==> src/rtl/vga_timing_pkg.sv <==
// Shared timing constants and helpers for the video timing generator.
// Defaults describe 640x480@60 with a 25 MHz-class pixel rate.
package vga_timing_pkg;

    localparam int DEF_PIX_DIV  = 4;

    localparam int DEF_H_ACTIVE = 640;
    localparam int DEF_H_FP     = 16;
    localparam int DEF_H_SYNC   = 96;
    localparam int DEF_H_BP     = 48;

    localparam int DEF_V_ACTIVE = 480;
    localparam int DEF_V_FP     = 10;
    localparam int DEF_V_SYNC   = 2;
    localparam int DEF_V_BP     = 33;

    // Total positions in one line (or one frame) including blanking
    function automatic int line_total(input int active, input int fp, input int sync, input int bp);
        return active + fp + sync + bp;
    endfunction

    // First position of the sync window
    function automatic int sync_start(input int active, input int fp);
        return active + fp;
    endfunction

    // First position after the sync window
    function automatic int sync_end(input int active, input int fp, input int sync);
        return active + fp + sync;
    endfunction

    // Bits needed to count 0..value-1 (0 for value <= 1)
    function automatic int clog2_int(input int value);
        int bits;
        bits = 0;
        for (int v = value - 1; v > 0; v = v >> 1) begin
            bits++;
        end
        return bits;
    endfunction

    localparam int DEF_H_TOTAL = line_total(DEF_H_ACTIVE, DEF_H_FP, DEF_H_SYNC, DEF_H_BP);
    localparam int DEF_V_TOTAL = line_total(DEF_V_ACTIVE, DEF_V_FP, DEF_V_SYNC, DEF_V_BP);

endpackage

==> src/rtl/pix_ce_div.sv <==
// Pixel clock-enable divider: one-clk pix_ce pulse every PIX_DIV enabled clocks.
module pix_ce_div
    import vga_timing_pkg::*;
#(
    parameter int PIX_DIV = DEF_PIX_DIV
) (
    input  logic clk,
    input  logic rst,
    input  logic enable,
    output logic pix_ce
);

    localparam int DIV_W = (PIX_DIV > 1) ? clog2_int(PIX_DIV) : 1;
    localparam logic [DIV_W-1:0] DIV_LAST = DIV_W'(PIX_DIV - 1);

    logic [DIV_W-1:0] div_reg;
    logic             pix_ce_reg;

    // Count while enabled; the pulse is registered on the clk the count wraps
    always_ff @(posedge clk) begin
        if (rst) begin
            div_reg    <= '0;
            pix_ce_reg <= 1'b0;
        end else if (enable) begin
            if (div_reg == DIV_LAST) begin
                div_reg    <= '0;
                pix_ce_reg <= 1'b1;
            end else begin
                div_reg    <= div_reg + DIV_W'(1);
                pix_ce_reg <= 1'b0;
            end
        end else begin
            pix_ce_reg <= 1'b0;
        end
    end

    assign pix_ce = pix_ce_reg;

endmodule

==> src/rtl/vga_timing_gen.sv <==
// Parametrised video timing generator: pixel divider, h/v counters, sync/de
// decode and linear frame-buffer address, all registered and position-aligned.
module vga_timing_gen
    import vga_timing_pkg::*;
#(
    parameter int PIX_DIV  = DEF_PIX_DIV,
    parameter int H_ACTIVE = DEF_H_ACTIVE,
    parameter int H_FP     = DEF_H_FP,
    parameter int H_SYNC   = DEF_H_SYNC,
    parameter int H_BP     = DEF_H_BP,
    parameter int V_ACTIVE = DEF_V_ACTIVE,
    parameter int V_FP     = DEF_V_FP,
    parameter int V_SYNC   = DEF_V_SYNC,
    parameter int V_BP     = DEF_V_BP,
    parameter bit HS_POL   = 1'b0,
    parameter bit VS_POL   = 1'b0,
    parameter int COL_W    = 10,
    parameter int ROW_W    = 10,
    parameter int ADDR_W   = 19
) (
    input  logic              clk,
    input  logic              rst,
    input  logic              enable,
    output logic              pix_ce,
    output logic [COL_W-1:0]  col,
    output logic [ROW_W-1:0]  row,
    output logic              de,
    output logic              hsync,
    output logic              vsync,
    output logic              line_start,
    output logic              frame_start,
    output logic [ADDR_W-1:0] addr
);

    localparam int H_TOTAL      = line_total(H_ACTIVE, H_FP, H_SYNC, H_BP);
    localparam int V_TOTAL      = line_total(V_ACTIVE, V_FP, V_SYNC, V_BP);
    localparam int HS_START     = sync_start(H_ACTIVE, H_FP);
    localparam int HS_END       = sync_end(H_ACTIVE, H_FP, H_SYNC);
    localparam int VS_START     = sync_start(V_ACTIVE, V_FP);
    localparam int VS_END       = sync_end(V_ACTIVE, V_FP, V_SYNC);
    localparam int FRAME_PIXELS = H_ACTIVE * V_ACTIVE;

    localparam logic [COL_W-1:0] COL_LAST = COL_W'(H_TOTAL - 1);
    localparam logic [ROW_W-1:0] ROW_LAST = ROW_W'(V_TOTAL - 1);

    // Reject configurations whose counters or address cannot hold their range
    generate
        if (PIX_DIV < 1) begin : g_bad_div
            $error("PIX_DIV must be at least 1");
        end
        if ((H_TOTAL - 1) >= (1 << COL_W)) begin : g_bad_col_w
            $error("COL_W too narrow for H_TOTAL-1");
        end
        if ((V_TOTAL - 1) >= (1 << ROW_W)) begin : g_bad_row_w
            $error("ROW_W too narrow for V_TOTAL-1");
        end
        if (FRAME_PIXELS >= (1 << ADDR_W)) begin : g_bad_addr_w
            $error("ADDR_W too narrow for H_ACTIVE*V_ACTIVE");
        end
    endgenerate

    logic pix_ce_int;

    pix_ce_div #(
        .PIX_DIV (PIX_DIV)
    ) u_pix_ce_div (
        .clk    (clk),
        .rst    (rst),
        .enable (enable),
        .pix_ce (pix_ce_int)
    );

    logic              advance;
    logic [COL_W-1:0]  col_reg,   col_next;
    logic [ROW_W-1:0]  row_reg,   row_next;
    logic              de_reg,    de_next;
    logic              hsync_reg, hsync_next;
    logic              vsync_reg, vsync_next;
    logic              line_start_reg,  line_start_next;
    logic              frame_start_reg, frame_start_next;
    logic [ADDR_W-1:0] addr_reg,  addr_next;
    logic [31:0]       col_ext, row_ext;

    // A pixel step needs both the strobe and enable so a freeze also swallows a pending strobe
    assign advance = pix_ce_int & enable;

    // Next position and everything decoded from it, so outputs line up with col/row
    always_comb begin
        col_next = col_reg + COL_W'(1);
        row_next = row_reg;
        if (col_reg == COL_LAST) begin
            col_next = '0;
            row_next = (row_reg == ROW_LAST) ? '0 : row_reg + ROW_W'(1);
        end

        col_ext = 32'(col_next);
        row_ext = 32'(row_next);

        de_next          = (col_ext < H_ACTIVE) && (row_ext < V_ACTIVE);
        hsync_next       = ((col_ext >= HS_START) && (col_ext < HS_END)) ? HS_POL : ~HS_POL;
        vsync_next       = ((row_ext >= VS_START) && (row_ext < VS_END)) ? VS_POL : ~VS_POL;
        line_start_next  = (col_next == '0);
        frame_start_next = (col_next == '0) && (row_next == '0);

        // Address steps past each visible pixel as we leave it, restarting at frame origin
        addr_next = addr_reg;
        if (frame_start_next) begin
            addr_next = '0;
        end else if (de_reg) begin
            addr_next = addr_reg + ADDR_W'(1);
        end
    end

    // Position/decode registers update once per pixel; reset parks at the last position
    always_ff @(posedge clk) begin
        if (rst) begin
            col_reg         <= COL_LAST;
            row_reg         <= ROW_LAST;
            de_reg          <= 1'b0;
            hsync_reg       <= ~HS_POL;
            vsync_reg       <= ~VS_POL;
            line_start_reg  <= 1'b0;
            frame_start_reg <= 1'b0;
            addr_reg        <= '0;
        end else if (advance) begin
            col_reg         <= col_next;
            row_reg         <= row_next;
            de_reg          <= de_next;
            hsync_reg       <= hsync_next;
            vsync_reg       <= vsync_next;
            line_start_reg  <= line_start_next;
            frame_start_reg <= frame_start_next;
            addr_reg        <= addr_next;
        end
    end

    assign pix_ce      = pix_ce_int;
    assign col         = col_reg;
    assign row         = row_reg;
    assign de          = de_reg;
    assign hsync       = hsync_reg;
    assign vsync       = vsync_reg;
    assign line_start  = line_start_reg;
    assign frame_start = frame_start_reg;
    assign addr        = addr_reg;

endmodule

==> config.mk <==
export PLATFORM = sky130hd
export DESIGN_NAME = vga_timing_gen
export DESIGN_NICKNAME = d
export VERILOG_FILES = /design/src/rtl/vga_timing_pkg.sv /design/src/rtl/pix_ce_div.sv /design/src/rtl/vga_timing_gen.sv
export SDC_FILE = /design/constraint.sdc
export NUM_CORES = 1
export LEC_CHECK = 0
export CORE_ASPECT_RATIO = 0.75
export CORE_MARGIN = 2
export CORE_UTILIZATION = 53
export CTS_CLUSTER_DIAMETER = 60
export DETAILED_ROUTE_END_ITERATION = 8
export GPL_TIMING_DRIVEN = 0
export HOLD_SLACK_MARGIN = 0.15
export PLACE_DENSITY = 0.8
export SETUP_SLACK_MARGIN = 0.02
export SYNTH_ARGS = -nofsm -noshare
export SYNTH_HDL_FRONTEND = slang
export SYNTH_HIERARCHICAL = 1
export SYNTH_SLANG_ARGS = --single-unit
==> constraint.sdc <==
create_clock -name clk -period 2.75 [get_ports clk]
set_input_delay 0.275 -clock clk [delete_from_list [all_inputs] [get_ports clk]]
set_output_delay 0.275 -clock clk [all_outputs]
set_load 0.03 [all_outputs]
==> results.ini <==
[setup_path]
timing.critical_path.slowest_stage_cell = dfxtp_4
r2r_end = addr[4]
crit_path_start_kind = flop
cp-end-kind = flop
critical_path.max_stage_delay_ns = 0.39
r2r_cells = 11
worst_ep_required_time_ns = 2.96
ff2ff_setup_slack_ns = 0.16
worstPathMaxFanout = 10
crit_chain = ha_4 > and4_1 > buf_2 > nand3_2 > buf_6 > o21ai_0 > a221oi_4 > o2111ai_4 > o21ai_4 > buf_6 > nor2_1
arrival_ns = 2.79
cpMostUsedCell = buf_6
r2r_start = col[0]
crit_type = flop to flop

[finish]
drive_above_1_share = 0.0982
largest_register_ffs = 19
final_cell_count_no_fill = 457
final_nets = 405
area_growth_syn_to_layout_pct = 26.2
final_common_cell = clkdlybuf4s50_1
post-route-util = 0.696
antenna_cells = 0
layout_common_cells = clkdlybuf4s50_1, dfxtp_1, nor2_1, nand2_1
final_area_um2 = 3430

[grt]
grt_pass1_wl_mm = 11.2
overflow = 0
antenna_found_initial = 0
grt_pass1_vias = 2434
grt_start_max_net_pins = 16
grt_use_total = 0.245

[sta]
grt_setup_unrepaired = false
fmax_ghz = 0.386
max_slew_margin = 0.677
worst_slack_ns = 0.162
period_needed_ns = 2.59
finClkSkew_ns = 0.00818
slew_viol_final = 0
setup_violations = 0
worst_pin_slew_ns = 0.485
fin_setup_tns_ns = 0
hold_slack_ns = 0.473
min_period_over_period = 0.941
hold_violations = 0

[synth]
synth_nets = 348
synth_edf_count = 0
synth.avg_cell_area_um2 = 8.01
synth.top_cell.area_share = 0.346
async_flop_share = 0
syn_inst = 339
ys_warn_count = 6
syn_area_um2 = 2720
ys_ff_latch = 47
synth_top_area_cell = dfxtp_1
synthFlopType = dfxtp_1
ys_seq_area_frac = 0.346
synth_cell_type_count = 54
synth_area_leaders = dfxtp_1, nor2_1, xor2_1, nand2_1, a21oi_1

[floorplan]
start_util = 0.551
core.rowCount = 22
coreArea_um2 = 4930
ios = 48
die_w_um = 86.7
die_area_um2 = 5720
die_h_um = 66

[job]
maxCapViolCount = 0

[clocking]
insertion_delay_ns = 0.31
numCtsBuffers = 5
clockRootBuffer = clkbuf_8
cts.path.max_buffers = 2
tritoncts = done
postCtsHoldBufs = 0
cts_max_level = 2
clock_sinks = 47
path_clk_slew_ns = 0.09

[power]
total_power_mw = 1.20
p_per_area_nw_per_um2 = 351
leakage_nw = 1.30
vdd_drop_max_uv = 229

[route]
routed_wl_mm = 6.59
ant_nets = 0
viasPerCell = 5.81
drtIter0Drc = 215
drt-pass1-iter-count = 5
num_vias = 2656
wire_per_inst_um = 14.4
drc = 0

[place]
dp.cells = 446
placed_area_um2 = 3260
place_ws_ns = -0.0869
gp_congestion = 0.929
dp_hpwl_mm = 4.81
io_buffers = 47

[worst_hold_path]
whs_path_depth = 2
hold_path.class = flop to flop
min_from = line_start
hold_path_end = line_start

[status]
status = finished clean

## layout make-up
cell class / instances / area, µm²
clock buffer: 6 / 72.6
multi-input combinational: 260 / 1660
clock inverter: 2 / 16.3
tap: 60 / 75.1
timing repair buffer: 51 / 500
inverter: 10 / 37.5
buffer: 21 / 119
fill: 417 / 1500
sequential: 47 / 948
## critical path, delay by kind of cell (launching register included)
kind / cells / cell delay, ns
AO/OA/AOI/OAI: 4 / 0.99
buffers and inverters: 3 / 0.51
flip-flops: 1 / 0.39
AND/OR/NAND/NOR: 3 / 0.39
adder cells (fa/ha/maj): 1 / 0.19
## worst max path at each step
stage                     to    from
global placement     addr[7]  col[0]
detailed placement  addr[11]  col[0]
finish               addr[4]  col[0]
global route         addr[7]  col[0]
CTS                  addr[7]  col[0]
floorplan            addr[7]  col[0]
## repair_timing
action                     4_1_cts  5_1_grt
gates resized for setup          0       11
gates cloned                     0        0
buffers inserted                 3        1
setup endpoints to repair       10       20
pin swaps                        2        3
## Yosys cell counts, drive strengths merged (5+ instances only)
master  number
dfxtp       47
nor2        42
nand2       35
nand3       22
a21oi       21
o21ai       20
xor2        18
buf         12
nand4       11
clkbuf      10
and3         9
inv          9
xnor2        8
o211ai       7
ha           6
or3          6
a31oi        5
and4         5
nor3         5
## power by group
group | internal (mW) | switching (mW) | total [mW]
clock network | 0.183 | 0.256 | 0.439
logic | 0.0337 | 0.0458 | 0.0795
registers | 0.681 | 0.00254 | 0.684
total | 0.898 | 0.304 | 1.20
## routing by layer
metal  track usage  part of all wire
met1         0.353              0.50
met3        0.0462             0.062
met4        0.0684             0.010
met5             0                 0
met2         0.373              0.43
## logic make-up (layout without fill, tap and decap cells)
kind of cell	after synthesis	count (layout)	share of synthesized area
simple gates	151	151	0.288
compound gates	76	76	0.193
flops	47	47	0.346
buf+inv	32	90	0.0576
xor+xnor	26	26	0.0838
fa+ha+maj	6	6	0.0276
mux	1	1	0.00369
Power figures use the tool's default switching activity.
==> patch 1 (same settings) <==
`HS_POL`: 1'b0 -> 1'b1.
--- a/src/rtl/vga_timing_gen.sv
+++ b/src/rtl/vga_timing_gen.sv
@@ -14,3 +14,3 @@
     parameter int V_BP     = DEF_V_BP,
-    parameter bit HS_POL   = 1'b0,
+    parameter bit HS_POL   = 1'b1,
     parameter bit VS_POL   = 1'b0,
Behaviour: not the same (Yosys sat finds a counterexample within 4 cycles, from zero or initial values and one cycle with rst high).
==> patch 1 against the unedited design <==
The flow now finishes with violations (setup timing). Count of clock-buffer cells in the layout unchanged. Sequential share of layout area decreased by 3.1 points. Die area increased by 6.4%. Maximum frequency decreased by 11%. Wire length increased by 36%. Final area increased by 16%. Area after synthesis increased by 6.8%. Clock skew increased by 0.0014 ns. Setup slack got worse by 0.31 ns. Sequential cell count unchanged. Critical path type unchanged. Critical endpoint is now addr[15]. Largest cell class unchanged.
Power is not compared: it rests on default switching activity, and its combinational part moved more than twofold at a synthesized area within 25%.
==> patch 1: results (changes against the unedited design) <==
INFO  metric async_flop_share = 0% (unchanged)
INFO  metric setup_total_negative_slack = -2.19 ns (-2.19 ns)
INFO  metric vias_per_cell = 6.24 (+7.4%)
INFO  metric synthTopCellsByArea = sky130_fd_sc_hd__dfxtp_1 32%, sky130_fd_sc_hd__nand2_1 6.5%, sky130_fd_sc_hd__nand3_1 5.7%
INFO  metric netlist-cell-type-count = 52 (-3.7%)
INFO  metric grt_usage = 30.5% (+5.9 points)
INFO  metric seq_area_frac_synth = 32.4% (-2.2 points)
INFO  metric pre_cts_ws = -0.540 ns (-0.453 ns)
INFO  metric dpl.cell_count = 516 (+16%)
INFO  metric crit_family = simple AND/OR/NAND/NOR gates
INFO  metric wire_length_of_the_first_global_routing_pass = 14200 um (+27%)
INFO  metric antenna_cells_inserted = 0 (unchanged)
INFO  metric worst_path_max_delay_cell = sky130_fd_sc_hd__or4_4
INFO  metric hpwlAfterDp = 5870 um (+22%)
INFO  metric setup_slack = -0.147 ns (-0.309 ns)
INFO  metric violations = setup timing
INFO  metric placed_cell_area = 0.00355 mm^2 (+8.9%)
INFO  metric max_stage_delay = 0.55 ns (+0.16 ns)
INFO  metric drt_iter0_markers = 323 (+50%)
INFO  metric slew_limit_headroom = 59.9% (-7.7 points)
INFO  metric fillers = 424 (+1.7%)
INFO  metric finish.net_count = 473 (+17%)
INFO  metric clock_latency = 0.31 ns (about the same)
INFO  metric worst_ep_arrival_time = 3.07 ns (+0.28 ns)
INFO  metric outcome = complete, but fails checks
INFO  metric final_layout_size_suffix_gt1_share = 17.4% (+7.6 points)
INFO  metric grt_pass1_vias = 2998 (+23%)
INFO  metric syn_nets = 403 (+16%)
INFO  metric setup_violations = 20 (+20)
INFO  metric finalClockSkew = 0.00953 ns (+0.00135 ns)
INFO  metric syn_area_per_cell = 7.36 um^2 (-8.1%)
INFO  metric totalWireLength = 8980 um (+36%)
INFO  metric gpl.final_weighted_congestion = 0.895 (-3.6%)
INFO  metric largest_net_degree_at_the_start_of_global_routing = 15 (-1)
INFO  metric synth.top_cells.by_count = 50 x sky130_fd_sc_hd__nand2_1, 47 x sky130_fd_sc_hd__dfxtp_1, 35 x sky130_fd_sc_hd__nor2_1
INFO  metric power-per-cell-area = between 300 and 400 mW/mm^2
INFO  metric route.detailed.wl_per_inst = 16.6 um (+15%)
[patch 1: report_power, final]
group          total (mW)  internal, mW  switching, mW  leakage (nW)
logic               0.186        0.0888         0.0976         0.994
clock network       0.433         0.179          0.254        0.0455
registers           0.679         0.676        0.00271         0.382
total                1.30         0.944          0.355          1.42
[patch 1: metal layers]
layer	wire length, um	share of wire, %	track usage (%)
met5	0	0	0
met4	190	2.1	12.1
met3	699	7.8	4.83
met2	4130	46	47.1
met1	3960	44	42.5
[patch 1: layout make-up]
type	count	area share [%]
tap	75	2.37
multi-input combinational	307	49.4
inverter	6	0.568
timing repair buffer	71	17.1
clock buffer	6	1.83
sequential	47	24.5
buffer	26	3.95
clock inverter	2	0.284
[patch 1: cell families (layout without fill, tap and decap cells)]
group	after synthesis	in the layout	share of synthesized area [%]
flip-flops	47	47	32.4
multiplexers	3	3	1.03
adder cells (fa/ha/maj)	6	6	2.59
AO/OA/AOI/OAI	77	77	16.8
AND/OR/NAND/NOR	207	207	37.0
buffers and inverters	40	111	5.91
XOR/XNOR	14	14	4.23
[patch 1: worst paths after layout]
path | startpoint | endpoint | slack (ns) | cells after the start
worst max-delay path | col[7] | addr[15] | -0.15 | 10
worst min-delay path | hsync | hsync | 0.48 | 2
worst max register to register | col[7] | addr[15] | -0.15 | 10
worst min register to register | hsync | hsync | 0.48 | 2
[patch 1: timing repair]
item,CTS,global route
pin swaps,12,12
resized for setup,25,32
cloned,1,0
endpoints found under the setup margin,23,20
buffers inserted,15,8
[patch 1: worst register-to-register path: cells and delay by family (launching register included)]
kind,cells,cell delay (ns)
AO/OA/AOI/OAI,3,0.43
flip-flops,1,0.35
AND/OR/NAND/NOR,4,1.51
buffers and inverters,3,0.47
==> patch 2 (config.mk and constraints unchanged) <==
Made on the original files. Make the reset (`rst`) asynchronous in 2 clocked blocks.
--- a/src/rtl/pix_ce_div.sv
+++ b/src/rtl/pix_ce_div.sv
@@ -19,3 +19,3 @@
     // Count while enabled; the pulse is registered on the clk the count wraps
-    always_ff @(posedge clk) begin
+    always_ff @(posedge clk or posedge rst) begin
         if (rst) begin
--- a/src/rtl/vga_timing_gen.sv
+++ b/src/rtl/vga_timing_gen.sv
@@ -114,3 +114,3 @@
     // Position/decode registers update once per pixel; reset parks at the last position
-    always_ff @(posedge clk) begin
+    always_ff @(posedge clk or posedge rst) begin
         if (rst) begin
Check against the original RTL: differs if rst is asserted again (counterexample within 10 cycles, from zero or initial values and one cycle with rst high); with rst held inactive, the same outputs for 10 cycles.
==> patch 2 against the unedited design <==
The flow now finishes with violations (setup timing). First-iteration DRC count grew 58%. Non-clock buffer count increased by 11. Wire length increased by 22%. Count of clock-buffer cells in the layout stayed put. Area after synthesis up 6.2%. Final area rose by 13%. Sequential cell count stayed put. Die area rose by 5.9%. Maximum frequency shrank 9.2%. Synthesized cell count is 0.29% higher. Setup slack got worse by 0.26 ns. Final cell count is 6.1% higher. Highest routed layer unchanged.
Power is not compared: it rests on default switching activity, and its combinational part moved more than twofold at a synthesized area within 25%.
==> patch 2: results (changes against the unedited design) <==
INFO  metric outcome = complete, but fails checks
INFO  metric violations = setup timing
INFO  metric hold_crit_class = input port to async pin
INFO  metric seq_area_frac_synth = 41.3% (+6.6 points)
INFO  metric async_flop_share = 100% (+100 points)
INFO  metric worst_r2r_path_depth = 10 (-1)
INFO  metric gpl.final_weighted_congestion = 0.912 (-1.8%)
INFO  metric met3_wirelength = 800 um (+96%)
INFO  metric finish.net_count = 418 (+3.2%)
INFO  metric synth_compound_gate_area_share = 14.9% (-4.4 points)
INFO  metric worst_ep_arrival_time = 3.05 ns (+0.26 ns)
INFO  metric gates_resized_cts_repair = 15 (+15)
INFO  metric detailroute.wirelength.met2 = 3700 um (+30%)
INFO  metric grt_pass1_vias = 2482 (+2.0%)
INFO  metric slew_limit_headroom = 54.4% (-13 points)
INFO  metric totalWireLength = 8040 um (+22%)
INFO  metric finalNonFillerCells = 485 (+6.1%)
INFO  metric postCtsSetupRepairBufs = 9 (+6)
INFO  metric critical_path.max_fanout = 5 (-5)
INFO  metric worst_path_max_delay_cell = sky130_fd_sc_hd__dfstp_2
INFO  metric smallest_hold_slack = 0.194 ns (-0.279 ns)
INFO  metric synth.area.mux_share = 1.47% (+1.1 points)
INFO  metric critical_path.reg2reg.startpoint = col[9]
INFO  metric fillers = 405 (-2.9%)
INFO  metric synthTopCellsByArea = sky130_fd_sc_hd__dfrtp_1 30%, sky130_fd_sc_hd__dfstp_2 11%, sky130_fd_sc_hd__nand2_1 7.5%
INFO  metric drt_iter0_markers = 340 (+58%)
INFO  metric post_synth_xor_area_fraction = 5.77% (-2.6 points)
INFO  metric wire_length_of_the_first_global_routing_pass = 12100 um (+7.9%)
INFO  metric final_layout_size_suffix_gt1_share = 20.7% (+11 points)
INFO  metric grt_usage = 25.6% (+1.1 points)
INFO  metric setup_slack = -0.0989 ns (-0.261 ns)
INFO  metric syn_nets = 349 (+0.29%)
INFO  metric netlist-cell-type-count = 55 (+1.9%)
INFO  metric hpwlAfterDp = 5240 um (+9.1%)
INFO  metric largest_net_degree_at_the_start_of_global_routing = 34 (+18)
INFO  metric setup_total_negative_slack = -1.25 ns (-1.25 ns)
INFO  metric rr_endpoint = addr[10]
INFO  metric met1_length = 3440 um (+5.3%)
INFO  metric dpl.cell_count = 463 (+3.8%)
INFO  metric synth.top_cells.by_count = 58 x sky130_fd_sc_hd__nand2_1, 35 x sky130_fd_sc_hd__dfrtp_1, 33 x sky130_fd_sc_hd__o21ai_0
INFO  metric synth-adder-area-share = 2.60% (-0.16 points)
INFO  metric setup_violations = 18 (+18)
INFO  metric finalClockSkew = 0.00797 ns (-0.000207 ns)
INFO  metric crit_family = simple AND/OR/NAND/NOR gates
INFO  metric max_stage_delay = 0.55 ns (+0.16 ns)
## patch 2: cells by family after synthesis
logic type,count (synthesis)
simple gates,173
compound gates,65
flops,47
buf+inv,26
xor+xnor,19
fa+ha+maj,6
mux,4
## patch 2: metal layers
| layer | vias to the layer above | GRT usage, % |
|---|---|---|
| li1 | 1365 | - |
| met1 | 1412 | 38.1 |
| met2 | 191 | 39.3 |
| met3 | 16 | 4.58 |
| met4 | 0 | 5.78 |
| met5 | - | 0 |
## patch 2: cell type report
cell class                      count  area share (%)
Timing Repair Buffer               67            16.7
Multi-Input combinational cell    267            44.7
Buffer                             16            2.17
Clock buffer                        6            2.13
Sequential cell                    47            30.9
Inverter                            5           0.485
Tap cell                           75            2.42
Clock inverter                      2           0.420
## patch 2: stage by stage
stage / power (mW) / setup slack, ns / cell area [um^2]
3_5_place_dp: 1.52 / -0.502 / 3510
6_report: 2.02 / -0.0989 / 3870
2_1_floorplan: 1.29 / -0.134 / 2930
5_1_grt: 2.11 / -0.204 / 3870
3_3_place_gp: 1.48 / -0.480 / 3490
4_1_cts: 1.99 / -0.105 / 3710
## patch 2: how the worst max path moves through the flow
| stage | from | end | cells past startpoint |
|---|---|---|---|
| finish | col[9] | addr[10] | 10 |
| global route | col[9] | addr[17] | 9 |
| CTS | col[9] | addr[18] | 9 |
| detailed placement | col[2] | addr[18] | 10 |
| global placement | col[2] | addr[18] | 10 |
| floorplan | col[5] | addr[18] | 10 |
## patch 2: where the power goes
group / total, mW / switching (mW) / internal (mW)
sequential: 0.888 / 0.0823 / 0.806
combinational: 0.668 / 0.399 / 0.269
clock: 0.460 / 0.254 / 0.206
total: 2.02 / 0.735 / 1.28
